==> config.mk <==
export PLATFORM = sky130hd
export DESIGN_NAME = intc_sync
export DESIGN_NICKNAME = d
export VERILOG_FILES = /design/src/rtl/intc_sync.sv
export SDC_FILE = /design/constraint.sdc
export NUM_CORES = 1
export LEC_CHECK = 0
export ABC_CLOCK_PERIOD_IN_PS = 2300
export CORE_ASPECT_RATIO = 0.7
export CORE_MARGIN = 5
export CORE_UTILIZATION = 50
export CTS_CLUSTER_DIAMETER = 30
export DETAILED_ROUTE_END_ITERATION = 8
export GPL_TIMING_DRIVEN = 0
export PLACE_DENSITY_LB_ADDON = 0.12
export REMOVE_ABC_BUFFERS = 1
export SYNTH_ARGS = -nofsm -noshare
export SYNTH_HDL_FRONTEND = slang
export SYNTH_SLANG_ARGS = --single-unit
==> constraint.sdc <==
create_clock -name ph1 -period 2.3 [get_ports ph1]
set_input_delay 0.69 -clock ph1 [delete_from_list [all_inputs] [get_ports ph1]]
set_output_delay 0.69 -clock ph1 [all_outputs]
set_load 0.005 [all_outputs]
==> src/rtl/intc_sync.sv <==
// rtl/intc_sync.sv - eight-line interrupt controller with input synchronisers, edge/level pending and a request/ack/eoi FSM
module intc_sync #(
    parameter int NIRQ        = 8,
    parameter int SYNC_STAGES = 2
) (
    input  logic            ph1,
    input  logic            reset_b,
    input  logic [NIRQ-1:0] irq_in,
    input  logic            cfg_we,
    input  logic [1:0]      cfg_addr,
    input  logic [7:0]      cfg_wdata,
    output logic [7:0]      cfg_rdata,
    output logic [NIRQ-1:0] interrupts,
    output logic            irq_req,
    output logic [2:0]      irq_id,
    input  logic            irq_ack,
    input  logic            irq_eoi
);

    localparam logic [1:0] ADDR_MASK    = 2'd0;
    localparam logic [1:0] ADDR_PENDING = 2'd1;
    localparam logic [1:0] ADDR_MODE    = 2'd2;
    localparam logic [1:0] ADDR_STATUS  = 2'd3;

    typedef enum logic [1:0] {
        ST_IDLE    = 2'b00,
        ST_REQ     = 2'b01,
        ST_SERVICE = 2'b10
    } state_t;

    state_t          state;

    // Synchroniser chain; only the last stage is ever looked at.
    logic [NIRQ-1:0] sync_q [SYNC_STAGES];
    logic [NIRQ-1:0] sync_line;
    logic [NIRQ-1:0] sync_prev;
    logic [NIRQ-1:0] rise;

    // Configuration registers.
    logic [NIRQ-1:0] mask;
    logic [NIRQ-1:0] pending;
    logic [NIRQ-1:0] mode;

    // Next-state helpers.
    logic [NIRQ-1:0] mask_nxt;
    logic [NIRQ-1:0] pending_nxt;
    logic [NIRQ-1:0] w1c;
    logic [NIRQ-1:0] ack_clr;
    logic [NIRQ-1:0] active;
    logic            ack_fire;
    logic [2:0]      prio_id;
    logic            req_still_active;

    assign sync_line = sync_q[SYNC_STAGES-1];
    assign rise      = sync_line & ~sync_prev;
    assign active    = pending & mask;
    assign ack_fire  = (state == ST_REQ) && irq_ack;

    // Shift raw lines through the synchroniser and keep the previous synchronised value for edge detection.
    always_ff @(posedge ph1 or negedge reset_b) begin
        if (!reset_b) begin
            for (int i = 0; i < SYNC_STAGES; i++) begin
                sync_q[i] <= '0;
            end
            sync_prev <= '0;
        end else begin
            sync_q[0] <= irq_in;
            for (int i = 1; i < SYNC_STAGES; i++) begin
                sync_q[i] <= sync_q[i-1];
            end
            sync_prev <= sync_line;
        end
    end

    // Decode the write strobes and the acknowledge clear for this cycle.
    always_comb begin
        w1c      = '0;
        mask_nxt = mask;
        ack_clr  = '0;
        if (cfg_we && (cfg_addr == ADDR_PENDING)) begin
            w1c = cfg_wdata;
        end
        if (cfg_we && (cfg_addr == ADDR_MASK)) begin
            mask_nxt = cfg_wdata;
        end
        if (ack_fire) begin
            ack_clr[irq_id] = 1'b1;
        end
    end

    // Edge bits latch and clear (a fresh edge beats any clear); level bits just track the synchronised line.
    always_comb begin
        pending_nxt = '0;
        for (int i = 0; i < NIRQ; i++) begin
            if (mode[i]) begin
                pending_nxt[i] = rise[i] | (pending[i] & ~w1c[i] & ~ack_clr[i]);
            end else begin
                pending_nxt[i] = sync_line[i];
            end
        end
    end

    // Fixed priority: scan from the top so the lowest active index wins.
    always_comb begin
        prio_id = '0;
        for (int i = NIRQ - 1; i >= 0; i--) begin
            if (active[i]) begin
                prio_id = 3'(i);
            end
        end
    end

    // A request is withdrawn the moment its pending bit is about to drop; a mask change is seen a cycle later.
    assign req_still_active = pending_nxt[irq_id] & mask[irq_id];

    // Register file and the registered interrupts vector, which reflects this edge's updates.
    always_ff @(posedge ph1 or negedge reset_b) begin
        if (!reset_b) begin
            mask       <= '0;
            pending    <= '0;
            mode       <= '0;
            interrupts <= '0;
        end else begin
            mask       <= mask_nxt;
            pending    <= pending_nxt;
            interrupts <= pending_nxt & mask_nxt;
            if (cfg_we && (cfg_addr == ADDR_MODE)) begin
                mode <= cfg_wdata;
            end
        end
    end

    // Request/acknowledge/end-of-interrupt sequencing with registered irq_req and irq_id.
    always_ff @(posedge ph1 or negedge reset_b) begin
        if (!reset_b) begin
            state   <= ST_IDLE;
            irq_req <= 1'b0;
            irq_id  <= '0;
        end else begin
            case (state)
                ST_IDLE: begin
                    if (|active) begin
                        state   <= ST_REQ;
                        irq_req <= 1'b1;
                        irq_id  <= prio_id;
                    end
                end
                ST_REQ: begin
                    // Ack takes precedence over eoi and over a simultaneous drop.
                    if (irq_ack) begin
                        state   <= ST_SERVICE;
                        irq_req <= 1'b0;
                    end else if (!req_still_active) begin
                        state   <= ST_IDLE;
                        irq_req <= 1'b0;
                    end
                end
                ST_SERVICE: begin
                    irq_req <= 1'b0;
                    if (irq_eoi) begin
                        state <= ST_IDLE;
                    end
                end
                default: begin
                    state   <= ST_IDLE;
                    irq_req <= 1'b0;
                end
            endcase
        end
    end

    // Combinational register readback.
    always_comb begin
        cfg_rdata = '0;
        case (cfg_addr)
            ADDR_MASK:    cfg_rdata = mask;
            ADDR_PENDING: cfg_rdata = pending;
            ADDR_MODE:    cfg_rdata = mode;
            ADDR_STATUS:  cfg_rdata = {state, 3'b000, irq_id};
            default:      cfg_rdata = '0;
        endcase
    end

endmodule

==> results.ini <==
[status]
status = complete, no violations

[setup_path]
cp.arrival_ns = 1.56
worst-path-max-fanout = 15
r2r-start = irq_id[0]
critPathRequiredTime_ns = 1.61
reg2regPathDepth = 6
end_kind = primary output
start_kind = input pin
critical_path_class = in2out
worstReg2RegEnd = irq_req
reg2reg_slack_ns = 0.33

[timing]
fin_setup_tns_ns = 0
period_minus_slack_ns = 2.25
skew_ns = 0.00630
maxSlewViolCount = 0
max_freq_ghz = 0.444
hold_ws_ns = 0.348
worstMarginPinSlew_ns = 0.912
setup_viol = 0
max-slew-margin-rel = 0.389
hold_viol = 0
rsz0062_at_grt = false
period_share = 0.980

[power]
p_switching_w = 0.00112
p_int_w = 0.00242
vdd_ir_drop_max_uv = 541
power_frac_seq = 0.411
power_frac_comb = 0.316
power_per_cell_area_nw_per_um2 = 991
netSwitchingFraction = 0.317
p_clk_frac = 0.273
leakage_nw = 1.52

[yosys]
synth_fa_ha_area_frac = 0
yosys-top-cells-area = dfrtp_1, nand2_1, mux4_2, mux2_1, mux2_2
synthDistinctLibCells = 53
ys_seq_elements = 62
synth_cells = 210
synth_edf_count = 0
synthFlopType = dfrtp_1
avgSynthCellArea_sq_um = 13.1
synth_xor_area_frac = 0
ys_seq_area_frac = 0.563
synth_top_area_frac = 0.563
synthSimpleGateAreaFrac = 0.142
muxShareOfSynthArea = 0.134
yosysWarnings = 0
synth-compound-area-share = 0.140
synth.cell_area_sq_um = 2760
synthArstFlopShare = 1.00
synth_top_family_by_area = simple AND/OR/NAND/NOR gates
yosys.area.top_type = dfrtp_1

[global_routing]
antenna_found_initial = 0
grt_use_met3 = 0.0730
grt_overflow = 0
grtUsageMet2 = 0.252
grt.total_usage = 0.187
grt_start_max_net_pins = 39
top_usage_layer = met1
grt_pass1_wl_microns = 10100
use_met1 = 0.277
grt_pass1_vias = 1884

[finish]
layoutNonFillerInstCount = 345
final_common_cell = dfrtp_1
drive_gt1_frac = 0.256
syn_to_final_growth_pct = 29.7
final_cell_area_sq_um = 3570
antenna_cells = 0
fin_nets = 291
final_cell_mix = dfrtp_1, nand2_1, clkdlybuf4s50_1
final_util = 0.676

[placement]
dp_hpwl_microns = 4180
io_buffers = 42
gp_congestion = 0.857
place_area_sq_um = 3230
dpl.cell_count = 318

[detailed_routing]
viasPerCell = 5.59
vias = 1927
post_drt_wl_per_cell_microns = 17.9
firstDrtPassIters = 4
drt_first_iter_violations = 119
ant_nets = 0
finalWirelength_microns = 6190
route.detailed.drc = 0

[min_path]
hold_class = reg2reg
hp-start = sync_q[8]
hold_end = sync_line[0]
min_path_cells = 0

[clocking]
cts_hold_buf = 0
clk_latency_ns = 0.34
numCtsBuffers = 9
cts_tree = done
cts_sinks = 62
clk_pin_slew_ns = 0.07
root_buffer = clkbuf_8
cts.htree.levels = 3
cts_max_path_buffers = 2

[die]
dieWidth_microns = 98.7
dieHeight_microns = 72.1
ios = 43
num_rows = 22
start_util = 0.521
coreArea_sq_um = 5290
dieArea_sq_um = 7120

[run]
maxCapViolCount = 0

worst max-delay path: stages:
cell and delay, ns:
buf_12 0.13, mux4_2 0.52, clkdlybuf4s15_1 0.22
metal layers:
layer | vias up | share of wire | routed length, microns
met4 | 0 | 0.013 | 78
met2 | 70 | 0.43 | 2640
met3 | 10 | 0.080 | 493
li1 | 892 | - | -
met5 | - | 0 | 0
met1 | 955 | 0.48 | 2970
sequential cells by signal (all words and copies together), names as in the netlist:
register	cells
sync_q	8
mode	8
pending	8
mask	8
sync_line	8
sync_prev	8
irq_req	1
interrupts	8
irq_id	3
state	2
worst max-delay path by stage:
stage / from / depth (start not counted) / to
3_5_place_dp: cfg_addr[1] / 3 / cfg_rdata[7]
6_report: cfg_addr[1] / 3 / cfg_rdata[7]
5_1_grt: state[1] / 2 / cfg_rdata[7]
3_3_place_gp: reset_b / 1 / sync_prev[0]
2_1_floorplan: cfg_addr[1] / 1 / cfg_rdata[7]
4_1_cts: cfg_addr[1] / 3 / cfg_rdata[1]
timing repair:
item | in CTS | in global routing
buffers inserted | 6 | 5
endpoints found under the setup margin | 35 | 5
resized for setup | 36 | 8
pin swaps | 1 | 1
cell type report:
| type | instances | area (sq um) |
|---|---|---|
| Fill cell | 384 | 1710 |
| Sequential cell | 62 | 1560 |
| Multi-Input combinational cell | 140 | 1180 |
| Timing Repair Buffer | 54 | 539 |
| Clock buffer | 11 | 151 |
| Tap cell | 72 | 90.1 |
| Clock inverter | 5 | 57.6 |
| Inverter | 1 | 3.75 |
cell families (layout without fill, tap and decap cells):
| family | after synthesis | in the layout |
|---|---|---|
| AO/OA/AOI/OAI | 46 | 46 |
| multiplexers | 27 | 27 |
| buffers and inverters | 8 | 71 |
| flip-flops | 62 | 62 |
| AND/OR/NAND/NOR | 67 | 67 |
stage by stage:
stage	setup slack (ns)	power, W
2_1_floorplan	0.383	0.00202
3_3_place_gp	-1.41	0.00246
3_5_place_dp	-1.20	0.00248
4_1_cts	0.00239	0.00351
5_1_grt	0.000141	0.00374
6_report	0.0456	0.00354
cells in the mapped netlist (3+ instances only):
library cell and instances:
buf_2 4, mux4_2 5, mux2_1 9, mux2i_1 5
a21oi_1 6, mux2_2 7, o21ai_0 3, dfrtp_1 62
a22oi_1 6, buf_6 3, a21bo_2 6, a21boi_0 3
nor2_1 4, o21ai_1 3, nand2_1 33, and2_1 9
power by group through the flow:
| stage | Combinational [W] | Sequential [W] | Clock, W |
|---|---|---|---|
| floorplan | 0.000551 | 0.00147 | 0 |
| detailed placement | 0.000924 | 0.00156 | 0 |
| global placement | 0.000914 | 0.00155 | 0 |
| global route | 0.00122 | 0.00148 | 0.00105 |
| CTS | 0.00107 | 0.00145 | 0.000999 |
| finish | 0.00112 | 0.00145 | 0.000968 |
No activity file was read; power rests on OpenSTA's default activity.
